--- config.mk ---
export PLATFORM = sky130hd
export DESIGN_NAME = operand_fetch
export DESIGN_NICKNAME = d
export VERILOG_FILES = /design/src/rtl/mp_pkg.sv /design/src/rtl/regfile_8x32.sv /design/src/rtl/operand_fetch.sv
export SDC_FILE = /design/constraint.sdc
export NUM_CORES = 1
export LEC_CHECK = 0
export BUFFER_PORTS_ARGS = -buffer_cell sky130_fd_sc_hd__buf_2
export CORE_ASPECT_RATIO = 0.5
export CORE_MARGIN = 4
export CORE_UTILIZATION = 25
export DETAILED_ROUTE_END_ITERATION = 10
export SLEW_MARGIN = 20
export SYNTH_ARGS = -nofsm -noshare
export SYNTH_HDL_FRONTEND = slang
export SYNTH_SLANG_ARGS = --single-unit
--- constraint.sdc ---
create_clock -name clk -period 3.35 [get_ports clk]
set_clock_uncertainty 0.05 [all_clocks]
set_input_delay 0.67 -clock clk [delete_from_list [all_inputs] [get_ports clk]]
set_output_delay 0.67 -clock clk [all_outputs]
set_load 0.1 [all_outputs]
--- src/rtl/mp_pkg.sv ---
// mp_pkg
// Shared definitions for the operand-fetch stage and its neighbours.
// Holds the opcode encodings (same values the ALU decodes), the bit
// positions of every instruction field, the register-file geometry,
// the packed views of an instruction word and of the operand bundle,
// and the decode helpers that say which registers an opcode touches.
package mp_pkg;

  localparam int NUM_REGS  = 8;
  localparam int REG_IDX_W = $clog2(NUM_REGS);
  localparam int DATA_W    = 32;
  localparam int INSTR_W   = 32;
  localparam int IMM_W     = 21;
  localparam int OPCODE_W  = 4;

  localparam logic [OPCODE_W-1:0] OP_ADD = 4'b0010;
  localparam logic [OPCODE_W-1:0] OP_SUB = 4'b0011;
  localparam logic [OPCODE_W-1:0] OP_MOV = 4'b0100;
  localparam logic [OPCODE_W-1:0] OP_AND = 4'b1000;
  localparam logic [OPCODE_W-1:0] OP_ORR = 4'b1001;
  localparam logic [OPCODE_W-1:0] OP_EOR = 4'b1010;
  localparam logic [OPCODE_W-1:0] OP_MVN = 4'b1011;
  localparam logic [OPCODE_W-1:0] OP_LSL = 4'b1100;
  localparam logic [OPCODE_W-1:0] OP_LSR = 4'b1101;

  localparam int OPCODE_MSB = 31;
  localparam int OPCODE_LSB = 28;
  localparam int MODE_BIT   = 27;
  localparam int RD_MSB     = 26;
  localparam int RD_LSB     = 24;
  localparam int RN_MSB     = 23;
  localparam int RN_LSB     = 21;
  localparam int IMM_MSB    = 20;
  localparam int IMM_LSB    = 0;
  localparam int RM_MSB     = 2;
  localparam int RM_LSB     = 0;

  // Packed view of an instruction word; member order follows the field
  // positions above so a plain cast splits the word correctly.
  typedef struct packed {
    logic [OPCODE_W-1:0]  opcode;
    logic                 mode;
    logic [REG_IDX_W-1:0] rd;
    logic [REG_IDX_W-1:0] rn;
    logic [IMM_W-1:0]     imm;
  } instr_t;

  // Everything the ALU sees alongside out_valid.
  typedef struct packed {
    logic [DATA_W-1:0]    regA;
    logic [DATA_W-1:0]    regB;
    logic [IMM_W-1:0]     imm;
    logic [OPCODE_W-1:0]  opcode;
    logic                 mode;
    logic [REG_IDX_W-1:0] rd;
    logic                 writesRd;
  } bundle_t;

  // Opcodes that produce a result in rd.
  function automatic logic writesRdOf(input logic [OPCODE_W-1:0] op);
    logic result;
    result = 1'b0;
    case (op)
      OP_MOV, OP_MVN, OP_AND, OP_ORR, OP_EOR,
      OP_LSL, OP_LSR, OP_ADD, OP_SUB: result = 1'b1;
      default:                        result = 1'b0;
    endcase
    return result;
  endfunction

  // MOV and MVN take only op2, so rn is a don't-care for them.
  function automatic logic usesRnOf(input logic [OPCODE_W-1:0] op);
    return !((op == OP_MOV) || (op == OP_MVN));
  endfunction

endpackage

--- src/rtl/regfile_8x32.sv ---
// regfile_8x32
// Architectural register file: NUM_REGS x DATA_W, two asynchronous read
// ports and one synchronous write port. A read of the register being
// written in the same cycle returns the incoming write data, so a
// consumer can pick up a writeback without waiting a cycle.
// Ports:
//   clk, rst             clock, synchronous active-high reset (clears all)
//   rdAddrA_i/rdDataA_o  read port A
//   rdAddrB_i/rdDataB_o  read port B
//   wrEn_i, wrAddr_i, wrData_i  write port
module regfile_8x32
  import mp_pkg::*;
(
  input  logic                 clk,
  input  logic                 rst,
  input  logic [REG_IDX_W-1:0] rdAddrA_i,
  output logic [DATA_W-1:0]    rdDataA_o,
  input  logic [REG_IDX_W-1:0] rdAddrB_i,
  output logic [DATA_W-1:0]    rdDataB_o,
  input  logic                 wrEn_i,
  input  logic [REG_IDX_W-1:0] wrAddr_i,
  input  logic [DATA_W-1:0]    wrData_i
);

  logic [DATA_W-1:0] mem_q [NUM_REGS];

  always_ff @(posedge clk) begin
    if (rst) begin
      for (int i = 0; i < NUM_REGS; i++) begin
        mem_q[i] <= '0;
      end
    end else if (wrEn_i) begin
      mem_q[wrAddr_i] <= wrData_i;
    end
  end

  // Write-to-read bypass on both ports.
  always_comb begin
    rdDataA_o = mem_q[rdAddrA_i];
    if (wrEn_i && (wrAddr_i == rdAddrA_i)) begin
      rdDataA_o = wrData_i;
    end
  end

  always_comb begin
    rdDataB_o = mem_q[rdAddrB_i];
    if (wrEn_i && (wrAddr_i == rdAddrB_i)) begin
      rdDataB_o = wrData_i;
    end
  end

endmodule

--- src/rtl/operand_fetch.sv ---
// operand_fetch
// Decodes instruction words from fetch, reads rn/rm from the register
// file and hands a registered operand bundle to the ALU under a
// valid/ready handshake. A pending-write scoreboard holds back any
// instruction whose source register still awaits its writeback.
// Ports:
//   clk, rst                     clock, synchronous active-high reset
//   in_valid/in_ready/in_instr   instruction input handshake
//   out_valid/out_ready          operand bundle handshake
//   reg_a_data, reg_b_data, immediate, opcode, addressing_mode, rd,
//   writes_rd                    registered operand bundle
//   wb_en, wb_addr, wb_data      register-file writeback port
module operand_fetch
  import mp_pkg::*;
(
  input  logic                 clk,
  input  logic                 rst,
  input  logic                 in_valid,
  output logic                 in_ready,
  input  logic [INSTR_W-1:0]   in_instr,
  output logic                 out_valid,
  input  logic                 out_ready,
  output logic [DATA_W-1:0]    reg_a_data,
  output logic [DATA_W-1:0]    reg_b_data,
  output logic [IMM_W-1:0]     immediate,
  output logic [OPCODE_W-1:0]  opcode,
  output logic                 addressing_mode,
  output logic [REG_IDX_W-1:0] rd,
  output logic                 writes_rd,
  input  logic                 wb_en,
  input  logic [REG_IDX_W-1:0] wb_addr,
  input  logic [DATA_W-1:0]    wb_data
);

  instr_t               instr;
  logic [REG_IDX_W-1:0] rmIdx;
  logic                 useRn;
  logic                 useRm;
  logic [DATA_W-1:0]    rnData;
  logic [DATA_W-1:0]    rmData;
  logic [NUM_REGS-1:0]  wbMask;
  logic [NUM_REGS-1:0]  livePending;
  logic                 hazard;
  logic                 canAccept;
  logic                 issue;

  logic [NUM_REGS-1:0]  pending_q, pending_d;
  logic                 outValid_q, outValid_d;
  bundle_t              bundle_q, bundle_d;

  assign instr = instr_t'(in_instr);
  assign rmIdx = instr.imm[RM_MSB:RM_LSB];
  assign useRn = usesRnOf(instr.opcode);
  assign useRm = instr.mode;

  regfile_8x32 u_regfile (
    .clk       (clk),
    .rst       (rst),
    .rdAddrA_i (instr.rn),
    .rdDataA_o (rnData),
    .rdAddrB_i (rmIdx),
    .rdDataB_o (rmData),
    .wrEn_i    (wb_en),
    .wrAddr_i  (wb_addr),
    .wrData_i  (wb_data)
  );

  always_comb begin
    wbMask = '0;
    if (wb_en) begin
      wbMask[wb_addr] = 1'b1;
    end
  end

  // A writeback landing this cycle already satisfies its reader through
  // the register-file bypass, so it is masked out before the hazard test.
  assign livePending = pending_q & ~wbMask;
  assign hazard      = (useRn && livePending[instr.rn]) ||
                       (useRm && livePending[rmIdx]);
  assign canAccept   = !outValid_q || out_ready;
  assign in_ready    = canAccept && !(in_valid && hazard);
  assign issue       = in_valid && in_ready;

  // Next-state for the scoreboard and output register. Issue sets the
  // pending bit after the writeback clear so that set wins a collision.
  always_comb begin
    pending_d  = pending_q & ~wbMask;
    outValid_d = outValid_q;
    bundle_d   = bundle_q;
    if (issue) begin
      outValid_d        = 1'b1;
      bundle_d.regA     = rnData;
      bundle_d.regB     = instr.mode ? rmData : '0;
      bundle_d.imm      = instr.imm;
      bundle_d.opcode   = instr.opcode;
      bundle_d.mode     = instr.mode;
      bundle_d.rd       = instr.rd;
      bundle_d.writesRd = writesRdOf(instr.opcode);
      if (writesRdOf(instr.opcode)) begin
        pending_d[instr.rd] = 1'b1;
      end
    end else if (out_ready) begin
      outValid_d = 1'b0;
    end
  end

  always_ff @(posedge clk) begin
    if (rst) begin
      pending_q  <= '0;
      outValid_q <= 1'b0;
      bundle_q   <= '0;
    end else begin
      pending_q  <= pending_d;
      outValid_q <= outValid_d;
      bundle_q   <= bundle_d;
    end
  end

  assign out_valid       = outValid_q;
  assign reg_a_data      = bundle_q.regA;
  assign reg_b_data      = bundle_q.regB;
  assign immediate       = bundle_q.imm;
  assign opcode          = bundle_q.opcode;
  assign addressing_mode = bundle_q.mode;
  assign rd              = bundle_q.rd;
  assign writes_rd       = bundle_q.writesRd;

endmodule

==> results by group <==
Run status
  • Status: finished, final reports clean

Setup path
  • CP endpoint kind: primary output
  • FF-to-FF setup slack: 1.02 ns
  • Crit path required time: 2.63 ns
  • Reg-to-reg endpoint: immediate[5]$_SDFFE_PP0P_
  • Worst Path Arrival: 2.37 ns
  • Worst Setup Path Type: input port to primary output
  • Worst setup SP type: input port
  • R2R Path Start: pending_q[1]$_SDFF_PP0_
  • R2r worst-path depth: 8
  • Max FO, Critical Path: 15

Drt
  • WL/cell: 21.86 um
  • DR DRC count: 0
  • Antenna Violating Nets Remaining: 0
  • Via density: 4.951
  • Iter 0 DRT Violations: 1165
  • Final wirelength: 57700 um
  • DR pass1 iterations: 5
  • Routed via count: 13067

Power
  • Leak Pwr: 7.988 nW
  • Total chip power: 11.65 mW
  • Worst vdd ir: 0.3074 mV
  • PD cells: 524.7 nW/um2

Finish
  • Share of layout cells above drive strength 1: 26.71%
  • Area grow syn2layout: 18.76%
  • Util after Layout: 30.19%
  • Final nets: 1704

Placed design
  • GP Congestion: 0.7747
  • Dpl hpwl: 33400 um
  • Number of port buffers: 167

Global route
  • Largest net degree at the start of global routing: 114
  • GRT overflow: 0
  • Overall Global Routing Usage: 14.23%
  • Initial antenna violation count: 5
  • Vias in the first global route: 13602
  • First-pass GRT wire length: 86310 um

Die
  • # IOs: 168
  • # rows: 70
  • Die W: 394.8 um
  • Total die area: 79520 um2
  • Initial Utilization: 25.42%
  • Core area: 73570 um2
  • Die Y: 201.4 um

Synthesis
  • Post-synth EDFFs: 256
  • Mapped Area: 18700 um2
  • Post-Synth Simple-Gate Area: 17.15%
  • #FFs+latches synth: 359
  • Main combinational cell family by area after synthesis: multiplexers
  • Post-Syn Nets: 1570
  • Ys async rst share: 0%
  • Compound-Gate Fraction of Synth Area: 8.095%
  • Post-Synth XOR/XNOR Area: 0.2810%
  • Seq/Total Area, Yosys: 52.13%
  • Main synth FF type: edfxtp_1
  • Post-Synth Adder-Cell Area: 0%
  • Mux share of post-synthesis cell area: 18.84%
  • Netlist cell types: 52
  • YS warnings: 0
  • Post-Syn Instances: 1498
  • Syn Area/Cell: 12.49 um2

CTS
  • Total CTS buffers: 39
  • # hold bufs at CTS: 0
  • Sink Count: 359
  • Worst-path clk slew: 0.07 ns
  • Clock Latency Late Sink: 0.58 ns
  • CTS tree: yes
  • CTS H-Tree Depth: 2
  • # resized after CTS: 0
  • Clk root buf: clkbuf_16
  • Clk buf depth: 3
  • Post-CTS Setup Inserts: 0

Timing
  • Final setup TNS: 0 ns
  • Crit path time final: 3.094 ns
  • Max Clk Rate: 0.3232 GHz
  • Worst rel slew slack: 55.97%
  • Tightest Pin Transition: 0.6589 ns
  • Final Max Tran Viols: 0
  • Final Hold Viols: 0
  • Hold Slack: 0.3026 ns
  • Final period utilization: 92.36%
  • RSZ-0062 raised after global routing: false
  • Final Setup Violations: 0

Min path
  • Hold_sp: in_instr[8]
  • Hold-critical path depth: 3
  • Worst hold endpoint: immediate[8]$_SDFFE_PP0P_
  • Hold Path Class: input port to flip-flop

Job
  • Max cap viols: 0
-- metrics by stage --
step	instance area, um2	setup WS [ns]	std cells
final	22210	0.2560	2639
after global routing	22210	0.1739	2638
after CTS	22200	0.2833	2634
after detailed placement	20960	0.2601	2563
after global placement	20960	0.2672	2563
after floorplan	18700	0.09359	1498
-- layer usage --
layer / part of all wire, % / GRT usage, % / up-vias
li1: - / - / 5910
met4: 2.3 / 4.484 / 2
met2: 53 / 26.29 / 395
met1: 40 / 17.18 / 6666
met5: 0.023 / 0 / -
met3: 4.9 / 1.877 / 94
-- sequential cells by signal (all words and copies together), names as in the netlist --
register / count
addressing_mode: 1
immediate: 21
opcode: 4
out_valid: 1
pending_q: 8
rd: 3
reg_a_data: 32
reg_b_data: 32
u_regfile.mem_q: 256
writes_rd: 1
-- worst max-delay path, stage by stage --
cell and delay, ns:
buf_2 0.26, nand4_1 0.24, a32o_1 0.32, o22a_1 0.22, and3_1 0.19, o21ai_0 0.13, and2_2 0.18, buf_12 0.17
-- report_power, final --
group          total [mW]  internal (mW)  switching [mW]
registers            5.20           5.05           0.148
clock network        4.29           2.39            1.90
logic                2.16          0.695            1.47
total                11.7           8.14            3.52
-- layout make-up --
| class | count | area [um2] |
|---|---|---|
| sequential | 359 | 9749 |
| clock buffer | 56 | 1100 |
| tap | 972 | 1216 |
| inverter | 7 | 26.28 |
| clock inverter | 15 | 135.1 |
| multi-input combinational | 994 | 8371 |
| timing repair buffer | 231 | 1602 |
| antenna | 5 | 12.51 |
| fill | 7427 | 51360 |
-- cell families after synthesis --
group	Yosys count
multiplexers	192
XOR/XNOR	6
buffers and inverters	145
flip-flops	359
AND/OR/NAND/NOR	553
AO/OA/AOI/OAI	243
-- cells in the mapped netlist (3+ instances only) --
cell | number | area share, %
and2_1 | 258 | 8.6
edfxtp_1 | 256 | 41
mux4_2 | 128 | 15
dfxtp_1 | 103 | 11
nand3_1 | 97 | 2.6
clkbuf_1 | 83 | 1.7
o21ai_0 | 74 | 2.0
mux2i_1 | 64 | 3.4
o21ai_1 | 52 | 1.4
nand2_1 | 45 | 0.90
nor2_1 | 45 | 0.90
nand2b_1 | 42 | 1.4
nand3b_1 | 33 | 1.3
a211oi_1 | 32 | 1.3
o31a_1 | 32 | 1.5
buf_2 | 31 | 0.83
a21oi_1 | 30 | 0.80
buf_1 | 8 | 0.16
buf_6 | 7 | 0.42
inv_1 | 7 | 0.14
nor2b_1 | 7 | 0.23
or2_2 | 6 | 0.20
xnor2_1 | 6 | 0.28
clkbuf_2 | 5 | 0.13
o32ai_1 | 5 | 0.23
buf_4 | 4 | 0.16
nor3_1 | 4 | 0.11
nand4_1 | 3 | 0.10
o22ai_1 | 3 | 0.10
-- how the worst max path moves through the flow --
| stage | startpoint | endpoint | slack [ns] |
|---|---|---|---|
| floorplan | wb_en | in_ready | 0.09 |
| global placement | wb_addr[1] | in_ready | 0.27 |
| detailed placement | wb_addr[1] | immediate[14]$_SDFFE_PP0P_ | 0.26 |
| CTS | wb_addr[1] | in_ready | 0.28 |
| global route | wb_addr[1] | in_ready | 0.17 |
| finish | wb_addr[1] | in_ready | 0.26 |
-- cell usage in the layout (no fill, tap or decap), types with 6 or more instances in the layout --
cell       instances
clkbuf_16         39
buf_12            22
mux4_2           128
dfxtp_1          103
nand3_1           96
o31a_1            32
nand2_1           45
a21oi_1           30
clkbuf_1          11
nor2b_1            7
mux2i_1           64
a211oi_1          32
inv_1              7
nand3b_1          33
nor2_4             6
edfxtp_1         256
nor2_1            39
or2_2              6
xnor2_1            6
buf_4             46
and2_1           257
o21ai_1           52
nand2b_1          41
o21ai_0           74
buf_2            163
clkbuf_8           6
Power figures use the tool's default switching activity.
